<file path="config.mk">
export PLATFORM = sky130hd
export DESIGN_NAME = fetch_unit
export DESIGN_NICKNAME = d
export VERILOG_FILES = /design/src/rtl/fetch_unit.sv
export SDC_FILE = /design/constraint.sdc
export NUM_CORES = 1
export LEC_CHECK = 0
export ABC_AREA = 1
export CORE_UTILIZATION = 57
export CTS_BUF_LIST = sky130_fd_sc_hd__clkbuf_8
export CTS_CLUSTER_DIAMETER = 60
export DETAILED_ROUTE_END_ITERATION = 8
export PLACE_DENSITY_LB_ADDON = 0.08
export SKIP_LAST_GASP = 1
export SLEW_MARGIN = 15
export SYNTH_ARGS = -nofsm -noshare
export SYNTH_HDL_FRONTEND = slang
export SYNTH_SLANG_ARGS = --single-unit
</file>
<file path="constraint.sdc">
create_clock -name clk -period 4.8 [get_ports clk]
set_input_delay 0.48 -clock clk [delete_from_list [all_inputs] [get_ports clk]]
set_output_delay 0.48 -clock clk [all_outputs]
set_load 0.02 [all_outputs]
</file>
<file path="src/rtl/fetch_unit.sv">
// fetch_unit: in-order instruction fetch with a PC-tagged buffer and redirect flush.
// Define FETCH_MISALIGN_TRAP_EN to trap misaligned redirects into S_FAULT.
module fetch_unit #(
    parameter logic [31:0] RESET_VECTOR = 32'h0000_0000,
    parameter int          FIFO_DEPTH   = 4
) (
    input  logic        clk,
    input  logic        reset,
    output logic        imem_req_valid,
    output logic [31:0] imem_req_addr,
    input  logic        imem_req_ready,
    input  logic        imem_rsp_valid,
    input  logic [31:0] imem_rsp_data,
    input  logic        redirect_valid,
    input  logic [31:0] redirect_pc,
    output logic        id_valid,
    input  logic        id_ready,
    output logic [31:0] id_instr,
    output logic [31:0] id_pc,
    output logic [6:0]  id_opcode,
    output logic [2:0]  id_funct3,
    output logic [6:0]  id_funct7,
    output logic        fetch_fault
);
    localparam int AW = $clog2(FIFO_DEPTH);
`ifdef FETCH_MISALIGN_TRAP_EN
    typedef enum logic [1:0] {S_BOOT, S_RUN, S_FAULT} state_t;
`else
    typedef enum logic [1:0] {S_BOOT, S_RUN} state_t;
`endif
    state_t        state, state_nxt;
    logic [31:0]   fetch_pc, rsp_pc, redir_pc;
    logic [31:0]   pc_mem    [FIFO_DEPTH];
    logic [31:0]   instr_mem [FIFO_DEPTH];
    logic [AW-1:0] rd_ptr, wr_ptr;
    logic [AW:0]   count, out_cnt, discard_cnt, out_cnt_nxt;
    logic [AW+1:0] occupancy;
    logic          accept, push, pop;
    assign redir_pc       = redirect_pc & 32'hFFFF_FFFC;
    assign occupancy      = (AW+2)'(count) + (AW+2)'(out_cnt);
    assign imem_req_valid = state == S_RUN && occupancy < (AW+2)'(FIFO_DEPTH) && !redirect_valid;
    assign imem_req_addr  = fetch_pc;
    assign accept         = imem_req_valid && imem_req_ready;
    assign out_cnt_nxt    = out_cnt + (AW+1)'(accept) - (AW+1)'(imem_rsp_valid);
    assign push           = imem_rsp_valid && discard_cnt == '0 && !redirect_valid;
    assign id_valid       = count != '0;
    assign pop            = id_valid && id_ready;
    assign id_instr       = instr_mem[rd_ptr];
    assign id_pc          = pc_mem[rd_ptr];
    assign id_opcode      = id_instr[6:0];
    assign id_funct3      = id_instr[14:12];
    assign id_funct7      = id_instr[31:25];
`ifdef FETCH_MISALIGN_TRAP_EN
    logic misaligned;
    assign misaligned  = redirect_pc[1:0] != 2'b00;
    assign fetch_fault = state == S_FAULT;
`else
    assign fetch_fault = 1'b0;
`endif
    always_comb begin
        state_nxt = state == S_BOOT ? S_RUN : state;
`ifdef FETCH_MISALIGN_TRAP_EN
        if (redirect_valid && state != S_BOOT) state_nxt = misaligned ? S_FAULT : S_RUN;
`endif
    end
    always_ff @(posedge clk) begin
        if (reset) begin
            state       <= S_BOOT;
            fetch_pc    <= RESET_VECTOR;
            rsp_pc      <= RESET_VECTOR;
            rd_ptr      <= '0;
            wr_ptr      <= '0;
            count       <= '0;
            out_cnt     <= '0;
            discard_cnt <= '0;
        end else begin
            state   <= state_nxt;
            out_cnt <= out_cnt_nxt;
            if (redirect_valid) begin
                // everything still in flight, minus a response landing now, must be dropped
                fetch_pc    <= redir_pc;
                rsp_pc      <= redir_pc;
                rd_ptr      <= '0;
                wr_ptr      <= '0;
                count       <= '0;
                discard_cnt <= out_cnt_nxt;
            end else begin
                if (accept) fetch_pc <= fetch_pc + 32'd4;
                if (imem_rsp_valid && discard_cnt != '0) discard_cnt <= discard_cnt - (AW+1)'(1);
                if (push) rsp_pc <= rsp_pc + 32'd4;
                if (push) wr_ptr <= wr_ptr + AW'(1);
                if (pop) rd_ptr <= rd_ptr + AW'(1);
                count <= count + (AW+1)'(push) - (AW+1)'(pop);
            end
        end
    end
    always_ff @(posedge clk) begin
        if (push) begin
            pc_mem[wr_ptr]    <= rsp_pc;
            instr_mem[wr_ptr] <= imem_rsp_data;
        end
    end
    always_ff @(posedge clk) begin
        if (!reset) assert (!(push && !pop && count == (AW+1)'(FIFO_DEPTH)));
    end
endmodule

</file>
==> impl_metrics.toml <==
[synth]
post_synth_mux_area_share = 0
synth_simple_gate_area_frac = 0.171
dominantRegCellSynth = "edfxtp_1"
ys_seq_area_frac = 0.626
synth_top_family_by_area = "simple AND/OR/NAND/NOR gates"
async_flop_share = 0
post_synth_num_cell_types = 41
synth_largest_area_cell = "edfxtp_1"
post-synth-top-area-fraction = 0.520
count_of_mapped_cells_out_of_synthesis = 1436
post-synth-top-count-cell = "edfxtp_1"
synthTopCellsByArea = "edfxtp_1 (52%), dfxtp_1 (11%), nor2_1 (6.2%)"
number_of_enable_type_register_cells_in_the_synthesized_netlist = 248
adder_cell_fraction_of_synth_area = 0.0150
synth-seq-cells = 324
syn_area_mm2 = 0.0143
yosys-top-cells-count = "edfxtp_1 (248), nor2_1 (236), nand2_1 (232)"
ys_warnings = 0
synthesis.area_per_instance_um2 = 9.98
share_of_the_synthesized_area_in_compound_gates_ao_oa_aoi_oai = 0.117
post_synth_xor_area_fraction = 0.0122

[layout]
synthToLayoutAreaGrowth_pct = 20.0
finish.cell_count_without_fillers = 1964
diodes = 0
final_layout_size_suffix_gt1_frac = 0.0835
nets = 1686

[timing]
worst_slew_margin_rel = 0.374
setup-violations-final = 0
setup_repair_after_global_routing_missed_its_margin = "false"
worst_clock_skew_ps = 24.1
maxClockFrequency_mhz = 258
finalSetupTns_ps = 0
final_period_minus_worst_setup_slack_ps = 3880
post-route-period-util = 0.808
timing.final.max_slew_violations = 0
finalHoldViolations = 0
tightest_slew_ps = 939

[clock_network]
post-cts-setup-buffer-count = 0
cts.sinks = 324
cell_chosen_for_the_clock_root = "clkbuf_8"
total_clock_buffers_created_by_cts = 50
ctsHoldBuffers = 0
clock_pin_slew_worst_setup_and_hold_paths_ps = 60
tritoncts = "yes"
clk_path_buf_depth = 3
post_cts_gate_resize_count = 0
clock_latency_ps = 570
htree_num_levels = 2

[setup_path]
path_class = "reg -> out"
worst_setup_path_end_kind = "output pin"
r2r_start = "count[2]"
worstPathRequired_ps = 4320
cp.arrival_ps = 3400
worstPathMaxFanout = 79
reg2regPathDepth = 13
reg2reg_to = "discard_cnt[2]"
worstSetupStartpointType = "flop"
reg_to_reg_slack_setup_ps = 2020

[grt]
grt_start_max_net_pins = 80
antenna_violations_before_repair = 0
final_global_route_overflow_total = 0
grt_pass1_vias = 10100
grt_first_pass_wirelength_um = 51500
track_usage = 0.252

[drt]
route.detailed.vias_per_inst = 5.45
drc_errors = 0
detail_route.first_pass.iterations = 5
route.vias.total = 10700
detail_route.wirelength_um = 32400
final_antenna_net_count = 0
mean_routed_wirelength_per_cell_um = 16.5
drt_first_iter_violations = 778

[floorplanning]
rows = 57
boundaryPins = 186
die_h_um = 161
effective_utilization_at_floorplan = 0.586
die_w_um = 161
floorplan.die_area_mm2 = 0.0258
design.core.area_mm2 = 0.0245

[min_path]
timing.hold.worst.class = "reg -> reg"
hold-path-cell-count = 2
min_from = "rd_ptr[1]"

[placement]
routabilityCongestion = 0.905
place_hpwl_um = 20300
io_buffer_count = 178
dp_cells = 1872

[job]
cap_viol_max_count = 0

[power_and_ir_drop]
power_leakage_nw = 6.23
ir_worst_vdd_mv = 0.184
power_density_mw_per_mm2 = 353

[run_status]
run_status = "completed"
-- per-stage QoR --
step	power, W	cell area [um^2]	utilization	setup slack (ps)	hold slack (ps)
floorplan	0.00366	14300	-	772	436
global placement	0.00395	16200	0.664	1550	440
detailed placement	0.00396	16200	0.664	1460	453
CTS	0.00612	17200	0.703	869	472
global route	0.00632	17200	0.703	645	504
finish	0.00607	17200	0.703	921	465
-- registers in the layout, summed over array words and instances (netlist names), named ones only --
name,cells
instr_mem,128
pc_mem,120
imem_req_addr,30
rsp_pc,30
count,3
discard_cnt,3
out_cnt,3
rd_ptr,2
wr_ptr,2
state,1
-- cell type report --
type,count,area [um^2]
clock buffers,56,771
clock inverters,36,190
well taps,324,405
repair buffers,192,1900
flip-flops and latches,324,8970
inverters,104,397
multi-input cells,928,4560
fillers,1840,7260
-- where the power goes --
group          internal [W]  total (W)  switching, W
logic              0.000286   0.000686      0.000400
clock network       0.00113    0.00217       0.00104
registers           0.00313    0.00322     0.0000909
total               0.00454    0.00607       0.00153
-- routing by layer --
| metal | routed length [um] | vias up | track usage | part of all wire |
|---|---|---|---|---|
| met5 | 0 | - | 0 | 0 |
| met4 | 736 | 0 | 0.0840 | 0.023 |
| met3 | 2180 | 53 | 0.0369 | 0.067 |
| met2 | 15700 | 405 | 0.426 | 0.48 |
| met1 | 13800 | 5011 | 0.335 | 0.43 |
| li1 | - | 5244 | - | - |
-- logic make-up (layout without fill, tap and decap cells) --
family	after synthesis	in the layout
compound gates	313	313
xor+xnor	20	20
fa+ha+maj	16	16
buf+inv	188	388
flops	324	324
other cells	1	5
simple gates	574	574
-- critical path, cell delays in order, from the launching register on --
cell and delay [ps]:
dfxtp_4 720, clkinv_2 690, buf_12 420, o21ai_0 230
o22ai_1 130, clkdlybuf4s50_1 560
-- worst max path at each step --
stage                         startpoint               to  slack (ps)  cells after the start
final                               flop        id_pc[17]         920                      5
after global routing                flop        id_pc[17]         640                      5
after CTS                           flop        id_pc[17]         870                      5
after detailed placement            flop        id_pc[17]        1460                      5
after global placement    redirect_valid   discard_cnt[2]        1550                     14
after floorplan           discard_cnt[0]  instr_mem[0][0]         770                      6
-- layout by cell type, fill, tap and decap left out, types with 2 or more instances in the layout --
cell and count:
nor2_4 13, nand2_4 2, nor2_1 232, clkdlybuf4s50_1 178
nand2_2 10, inv_2 5, clkbuf_8 56, dfxtp_1 74
nor2_2 12, conb_1 5, clkinv_1 5, buf_4 13
xnor2_1 5, clkinv_2 8, ha_1 14, a21oi_1 59
xor2_1 15, inv_1 116, fa_1 2, o21ai_1 6
nand3_2 3, o22ai_1 64, o211ai_1 4, or2_2 2
o21ai_0 169, clkinvlp_4 2, nand4_1 5, edfxtp_1 248
nand2_1 232, a31oi_1 8, nor3_1 2, nand3_1 56
Note: power is estimated with default switching activity, not from simulation.
